## src/rtl/reset_sequencer.sv

```systemverilog
// reset_sequencer: releases SRAM and system resets in a fixed order once all
// DCM lock indications have been stable for LOCK_STABLE_CYCLES, and re-asserts
// every reset on any later loss of lock.
//
// Optional build macro: RESET_SEQ_WATCHDOG_EN adds a lock watchdog that pulses
// dcm_reset_request when the locks fail to settle in time. Without it,
// dcm_reset_request is held at 0.
//
// Ports:
//   input_clk          management clock, rising edge
//   reset              asynchronous active-high reset
//   dcm_locked         primary DCM lock (asynchronous)
//   dcm_locked_two     secondary DCM lock (asynchronous)
//   dcm_locked_sram    SRAM DCM lock (asynchronous)
//   sram_reset         active-high reset, SRAM clock domain
//   system_reset       active-high reset, modified_clock domain
//   system_two_reset   active-high reset, modified_clock_two domain
//   ready              high while the sequencer is in RUN
//   lock_lost_count    saturating count of lock losses seen in RUN
//   dcm_reset_request  DCM reset pulse request (watchdog build only)
module reset_sequencer #(
  parameter int unsigned LOCK_STABLE_CYCLES  = 1024,
  parameter int unsigned SRAM_TO_SYS_CYCLES  = 16,
  parameter int unsigned LOCK_TIMEOUT_CYCLES = 50000,
  parameter int unsigned RESET_PULSE_CYCLES  = 10
) (
  input  logic       input_clk,
  input  logic       reset,
  input  logic       dcm_locked,
  input  logic       dcm_locked_two,
  input  logic       dcm_locked_sram,
  output logic       sram_reset,
  output logic       system_reset,
  output logic       system_two_reset,
  output logic       ready,
  output logic [7:0] lock_lost_count,
  output logic       dcm_reset_request
);

  localparam int unsigned CNT_W = 16;
  localparam logic [CNT_W-1:0] STABLE_LAST = CNT_W'(LOCK_STABLE_CYCLES - 1);
  localparam logic [CNT_W-1:0] SYS_LAST    = CNT_W'(SRAM_TO_SYS_CYCLES - 1);

  localparam logic [2:0] ST_WAIT_LOCK = 3'd0;
  localparam logic [2:0] ST_STABLE    = 3'd1;
  localparam logic [2:0] ST_SRAM_REL  = 3'd2;
  localparam logic [2:0] ST_RUN       = 3'd3;
  localparam logic [2:0] ST_FAULT     = 3'd4;

  // Reject configurations the 16-bit counters cannot represent.
  if (LOCK_STABLE_CYCLES < 2 || LOCK_STABLE_CYCLES > 65535) begin : g_bad_stable
    $error("reset_sequencer: LOCK_STABLE_CYCLES out of range");
  end
  if (SRAM_TO_SYS_CYCLES < 1 || SRAM_TO_SYS_CYCLES > 65535) begin : g_bad_sys
    $error("reset_sequencer: SRAM_TO_SYS_CYCLES out of range");
  end
  if (LOCK_TIMEOUT_CYCLES < 1 || LOCK_TIMEOUT_CYCLES > 65535) begin : g_bad_timeout
    $error("reset_sequencer: LOCK_TIMEOUT_CYCLES out of range");
  end
  if (RESET_PULSE_CYCLES < 1 || RESET_PULSE_CYCLES > 65535) begin : g_bad_pulse
    $error("reset_sequencer: RESET_PULSE_CYCLES out of range");
  end

  logic [2:0]       sync_meta;
  logic [2:0]       sync_lock;
  logic             lock_all;
  logic [2:0]       state;
  logic [2:0]       state_next;
  logic [CNT_W-1:0] cnt;
  logic [CNT_W-1:0] cnt_next;
  logic             from_run;

  // Two-flop synchronisers, one per lock input.
  always_ff @(posedge input_clk or posedge reset) begin
    if (reset) begin
      sync_meta <= 3'b000;
      sync_lock <= 3'b000;
    end else begin
      sync_meta <= {dcm_locked_sram, dcm_locked_two, dcm_locked};
      sync_lock <= sync_meta;
    end
  end

  assign lock_all = &sync_lock;

  // State and shared stable/release counter.
  always_ff @(posedge input_clk or posedge reset) begin
    if (reset) begin
      state <= ST_WAIT_LOCK;
      cnt   <= '0;
    end else begin
      state <= state_next;
      cnt   <= cnt_next;
    end
  end

  // Next-state logic.
  always_comb begin
    state_next = state;
    cnt_next   = '0;
    case (state)
      ST_WAIT_LOCK: begin
        if (lock_all) state_next = ST_STABLE;
      end
      ST_STABLE: begin
        if (!lock_all)               state_next = ST_WAIT_LOCK;
        else if (cnt == STABLE_LAST) state_next = ST_SRAM_REL;
        else                         cnt_next   = cnt + CNT_W'(1);
      end
      ST_SRAM_REL: begin
        if (!lock_all)            state_next = ST_FAULT;
        else if (cnt == SYS_LAST) state_next = ST_RUN;
        else                      cnt_next   = cnt + CNT_W'(1);
      end
      ST_RUN: begin
        if (!lock_all) state_next = ST_FAULT;
      end
      ST_FAULT: begin
        state_next = ST_WAIT_LOCK;
      end
      default: begin
        state_next = ST_WAIT_LOCK;
      end
    endcase
  end

  // Registered outputs decoded from the current state; from_run remembers
  // whether FAULT was reached from RUN so only those losses are counted.
  always_ff @(posedge input_clk or posedge reset) begin
    if (reset) begin
      sram_reset       <= 1'b1;
      system_reset     <= 1'b1;
      system_two_reset <= 1'b1;
      ready            <= 1'b0;
      lock_lost_count  <= 8'd0;
      from_run         <= 1'b0;
    end else begin
      sram_reset       <= !(state == ST_SRAM_REL || state == ST_RUN);
      system_reset     <= (state != ST_RUN);
      system_two_reset <= (state != ST_RUN);
      ready            <= (state == ST_RUN);
      from_run         <= (state == ST_RUN);
      if (state == ST_FAULT && from_run && lock_lost_count != 8'hFF) begin
        lock_lost_count <= lock_lost_count + 8'd1;
      end
    end
  end

`ifdef RESET_SEQ_WATCHDOG_EN
  localparam logic [CNT_W-1:0] TIMEOUT_LAST = CNT_W'(LOCK_TIMEOUT_CYCLES - 1);
  localparam logic [CNT_W-1:0] PULSE_LAST   = CNT_W'(RESET_PULSE_CYCLES - 1);

  logic [CNT_W-1:0] wd_timer;
  logic [CNT_W-1:0] pulse_cnt;

  // Watchdog: the timer is frozen while a request pulse is in flight, so the
  // request repeats every LOCK_TIMEOUT_CYCLES + RESET_PULSE_CYCLES cycles.
  always_ff @(posedge input_clk or posedge reset) begin
    if (reset) begin
      wd_timer          <= '0;
      pulse_cnt         <= '0;
      dcm_reset_request <= 1'b0;
    end else if (dcm_reset_request) begin
      if (pulse_cnt == PULSE_LAST) begin
        dcm_reset_request <= 1'b0;
        pulse_cnt         <= '0;
        wd_timer          <= '0;
      end else begin
        pulse_cnt <= pulse_cnt + CNT_W'(1);
      end
    end else if (state == ST_WAIT_LOCK || state == ST_STABLE) begin
      if (wd_timer == TIMEOUT_LAST) begin
        dcm_reset_request <= 1'b1;
        pulse_cnt         <= '0;
        wd_timer          <= '0;
      end else begin
        wd_timer <= wd_timer + CNT_W'(1);
      end
    end else begin
      wd_timer <= '0;
    end
  end
`else
  // No watchdog: request output held low.
  always_ff @(posedge input_clk or posedge reset) begin
    if (reset) dcm_reset_request <= 1'b0;
    else       dcm_reset_request <= 1'b0;
  end
`endif

endmodule

```

## config.mk

```make
export PLATFORM = sky130hd
export DESIGN_NAME = reset_sequencer
export DESIGN_NICKNAME = d
export VERILOG_FILES = /design/src/rtl/reset_sequencer.sv
export SDC_FILE = /design/constraint.sdc
export NUM_CORES = 1
export LEC_CHECK = 0
export CAP_MARGIN = 20
export CORE_MARGIN = 10
export CORE_UTILIZATION = 45
export DETAILED_ROUTE_END_ITERATION = 12
export HOLD_SLACK_MARGIN = 0.05
export PLACE_DENSITY = 0.66
export SKIP_CTS_REPAIR_TIMING = 1
export SYNTH_ARGS = -nofsm -noshare
export SYNTH_HDL_FRONTEND = slang
export SYNTH_SLANG_ARGS = --single-unit
```

## constraint.sdc

```tcl
create_clock -name input_clk -period 4.9 [get_ports input_clk]
set_clock_uncertainty 0.15 [all_clocks]
set_input_delay 0.98 -clock input_clk [delete_from_list [all_inputs] [get_ports input_clk]]
set_output_delay 0.98 -clock input_clk [all_outputs]
set_load 0.03 [all_outputs]
```

# --- Word level (Yosys, flattened, before mapping) ---
# Index checks and enable logic that the tools add are counted.
# Widths: inputs -> output; s select.
classes:
  n_addsub: 2
  n_eq_ne: 12
  mux: 12
  reduce_logical: 7
op_table:
  columns: ["operator", "count"]
  rows:
  - ["$mux 16", 4]
  - ["$pmux 16 s2", 1]
  - ["$mux 3", 6]
  - ["$add 16x1->16 const B", 1]
  - ["$eq 16x10->1 const B", 1]
  - ["$eq 16x4->1 const B", 1]
  - ["$pmux 3 s4", 1]
  - ["$add 8x1->8 const B", 1]
  - ["$ne 8x8->1 const B", 1]
  - ["$eq 3x2->1 const B", 2]
  - ["$ne 3x3->1 const B", 2]
  - ["$ne 2x2->1 const B", 2]
  - ["$reduce_and 4->1", 1]
  - ["$eq 3x1->1 const B", 1]
  - ["$eq 3x3->1 const B", 1]
  - ["$logic_not 3->1", 1]
  - ["$ne 3x2->1 const B", 1]
  - ["$reduce_and 3->1", 1]
  - ["$logic_and 1x1->1", 2]
  - ["$logic_not 1->1", 1]
  - ["$logic_or 1x1->1", 1]
word_totals:
  register_bits: 36
  inputBits: 5
  output_inout_bits: 13

# --- Logic depth before layout (Yosys ltp) ---
logic_depth:
  ltp_word: 4
  depth_mapped: 6

# --- Worst setup path before layout ---
# No wires, ideal clock.
synth_path:
  path_kind: "input to output"
  from: "in system_two_reset"
  to: "out system_two_reset"
  t_arrival_ns: 0.786
  required_time_ns: 3.770
  path_slack_ns: 2.984
  cell_stages: 2
  path_buffers: 1
  path_cell_list: "dfstp_2 buf_4"
synth_rtl:
  columns: ["item", "line", "source"]
  rows:
  - ["start: declaration", "34", "output logic system_two_reset,"]
# No word-level cell between the ends.

==> flow_summary_export.csv <==
group,metric,value,unit
placement,dp_hpwl,2.25,mm
sta,layout_min_cycle_time,2.68,ns
power_and_ir_drop,peakVddDrop,0.179,mV
setup_path,crit_fanout,2,
power_and_ir_drop,p_leak,0.780,nW
yosys,synth_compound_gate_area_share,0.0277,
detailed_routing,drt-initial-drc-count,125,
setup_path,cp-end-kind,"output port",
yosys,synth-simple-area-share,0.247,
sta,finalMaxSlewViolations,0,
floorplanning,boundaryPins,18,
global_routing,grt_pass1_vias,1087,
detailed_routing,dr.pass1.iters,4,
job,maxCapViolCount,0,
power_and_ir_drop,p_total,0.472,mW
sta,max_freq,374,MHz
yosys,synth_mux_area_frac,0.00693,
yosys,synth.yosys.warnings,0,
placement,placed_cell_area,1810,µm²
setup_path,start_kind,"register",
detailed_routing,drc,0,
yosys,avgSynthCellArea,11.1,µm²
layout,antenna_cells,0,
hold_path,hp-class,"reg2reg",
clocking,cts.clk_slew.worst_paths,0.11,ns
detailed_routing,wl_met3,225,µm
global_routing,grt_max_degree,24,
clocking,cts_tree,"done",
clocking,cts.sinks,36,
sta,worstMarginPinSlew,0.835,ns
detailed_routing,wl_per_cell,14.2,µm
sta,fin_hold_ws,0.215,ns
yosys,synth_fa_ha_area_frac,0.0154,
detailed_routing,wl,3.01,mm
clocking,clockBufferDepth,2,
sta,rsz0062_at_grt,"no",
setup_path,arrival,1.55,ns
clocking,ctsHtreeMaxLevel,2,
power_and_ir_drop,powerDensity,252,nW/µm²
setup_path,crit_chain,"clkdlybuf4s50_1",
sta,layout_setup_ws,2.22,ns
setup_path,crit_buf_inv,1,
global_routing,grt_first_pass_wirelength,5.07,mm
setup_path,max_stage_delay,0.67,ns
yosys,synth_top_family_by_area,"simple AND/OR/NAND/NOR gates",
clocking,clockRootBuffer,"clkbuf_4",
layout,postLayoutCellArea,1870,µm²
yosys,syn-cell-area,1620,µm²
yosys,ys_types,33,
floorplanning,die_area,6410,µm²
yosys,synth_nets,153,
placement,dp_slack,2.45,ns
yosys,postSynthCellCount,146,
sta,finalSetupViolations,0,
layout,layout_commonest_cell,"dfrtp_1",
yosys,synth-seq-cells,36,
global_routing,antenna_found_initial,0,
detailed_routing,via_count,1141,
detailed_routing,wl_met2,1.44,mm
layout,syn_to_final_growth,15.4,%
floorplanning,dieHeight,80.1,µm
placement,numPortBuffers,16,
sta,slew_headroom,0.443,
detailed_routing,vias_per_cell,5.38,
detailed_routing,final_antenna_net_count,0,
floorplanning,start_util,0.475,
clocking,numCtsBuffers,5,
floorplanning,core,3420,µm²
clocking,worstSkewPairLatency,0.35,ns
placement,gp_congestion,0.933,
global_routing,grt_use_total,0.103,
status,status,"complete, no violations",
detailed_routing,m1WireLength,1.32,mm
detailed_routing,top_layer,"met4",
setup_path,cpMaxStageDelayCell,"clkdlybuf4s50_1",
yosys,synth-seq-area-share,0.556,
setup_path,crit_family,"buffers and inverters",
sta,fin_setup_tns,0,ns
sta,fin_crit_sh,0.546,
floorplanning,die-width,80.1,µm
layout,nets,172,
setup_path,required,3.77,ns
layout,final_cell_mix,"dfrtp_1, nor2_1, clkdlybuf4s50_1",
setup_path,critical_path_class,"reg2out",
floorplanning,num_rows,21,
yosys,synth-xor-area-share,0.113,
layout,drive_gt1_frac,0.114,
sta,hold_viol,0,
global_routing,grt_remaining_overflow,0,
-- cells in the mapped netlist --
cell / instances / area, µm²
dfrtp_1: 34 / 851
nor2_1: 19 / 71.3
nand3_1: 12 / 60.1
xnor2_1: 12 / 105
nand4_1: 10 / 62.6
xor2_1: 9 / 78.8
nor4_1: 7 / 43.8
inv_1: 4 / 15.0
nand2_1: 4 / 15.0
nor3_1: 4 / 20.0
and3_1: 3 / 18.8
and4_1: 2 / 17.5
buf_2: 2 / 10.0
buf_4: 2 / 15.0
dfstp_2: 2 / 52.6
ha_1: 2 / 25.0
nor2b_1: 2 / 12.5
a22oi_2: 1 / 12.5
and2_1: 1 / 6.26
and4bb_2: 1 / 12.5
buf_6: 1 / 11.3
conb_1: 1 / 3.75
mux2_2: 1 / 11.3
nand2b_1: 1 / 6.26
nand4_2: 1 / 12.5
nor3b_2: 1 / 12.5
nor4_2: 1 / 12.5
nor4bb_1: 1 / 10.0
o211a_1: 1 / 10.0
o211ai_1: 1 / 7.51
o21ai_0: 1 / 5.00
o21ba_2: 1 / 10.0
or2_2: 1 / 6.26
-- worst paths after layout --
check | end | startpoint | cells past startpoint | slack, ns
max | system_reset | system_two_reset | 1 | 2.22
min reg2reg | sync_lock[0] | sync_meta[0] | 0 | 0.22
min | sync_lock[0] | sync_meta[0] | 0 | 0.22
max reg2reg | cnt[3] | cnt[0] | 5 | 2.60
max in group asynchronous | sram_reset | reset | 3 | 2.89
min in group asynchronous | cnt[11] | reset | 2 | 0.93
-- cells by family after synthesis --
group	count (synthesis)
simple gates	71
flops	36
fa+ha+maj	2
mux	1
other cells	1
compound gates	5
buf+inv	9
xor+xnor	21
-- through the flow --
step,cells,utilization
floorplan,146,-
global placement,204,0.531
detailed placement,204,0.531
CTS,212,0.549
global route,212,0.549
finish,212,0.549
-- report_power, final --
| part | switching [mW] | internal, mW | total [mW] |
|---|---|---|---|
| sequential | 0.00104 | 0.300 | 0.301 |
| combinational | 0.00809 | 0.00392 | 0.0120 |
| clock | 0.103 | 0.0564 | 0.159 |
-- area by class of cell --
type                    instances  area [µm²]
fillers                       301        1540
clock buffers                   5        37.5
well taps                      46        57.6
inverters                       4        15.0
clock inverters                 3        23.8
multi-input cells             101         669
repair buffers                 17         168
flip-flops and latches         36         903
-- sequential cells by signal (all words and copies together) (netlist names) --
| register | count |
|---|---|
| cnt | 16 |
| lock_lost_count | 8 |
| state | 3 |
| sync_lock | 3 |
| sync_meta | 3 |
| from_run | 1 |
| sram_reset | 1 |
| system_two_reset | 1 |
-- per-layer routing --
layer / up-vias / track usage
met5: - / 0
met4: 0 / 0.0475
met3: 2 / 0.0457
met2: 50 / 0.152
met1: 540 / 0.125
li1: 549 / -
(Power assumes the default switching activity.)
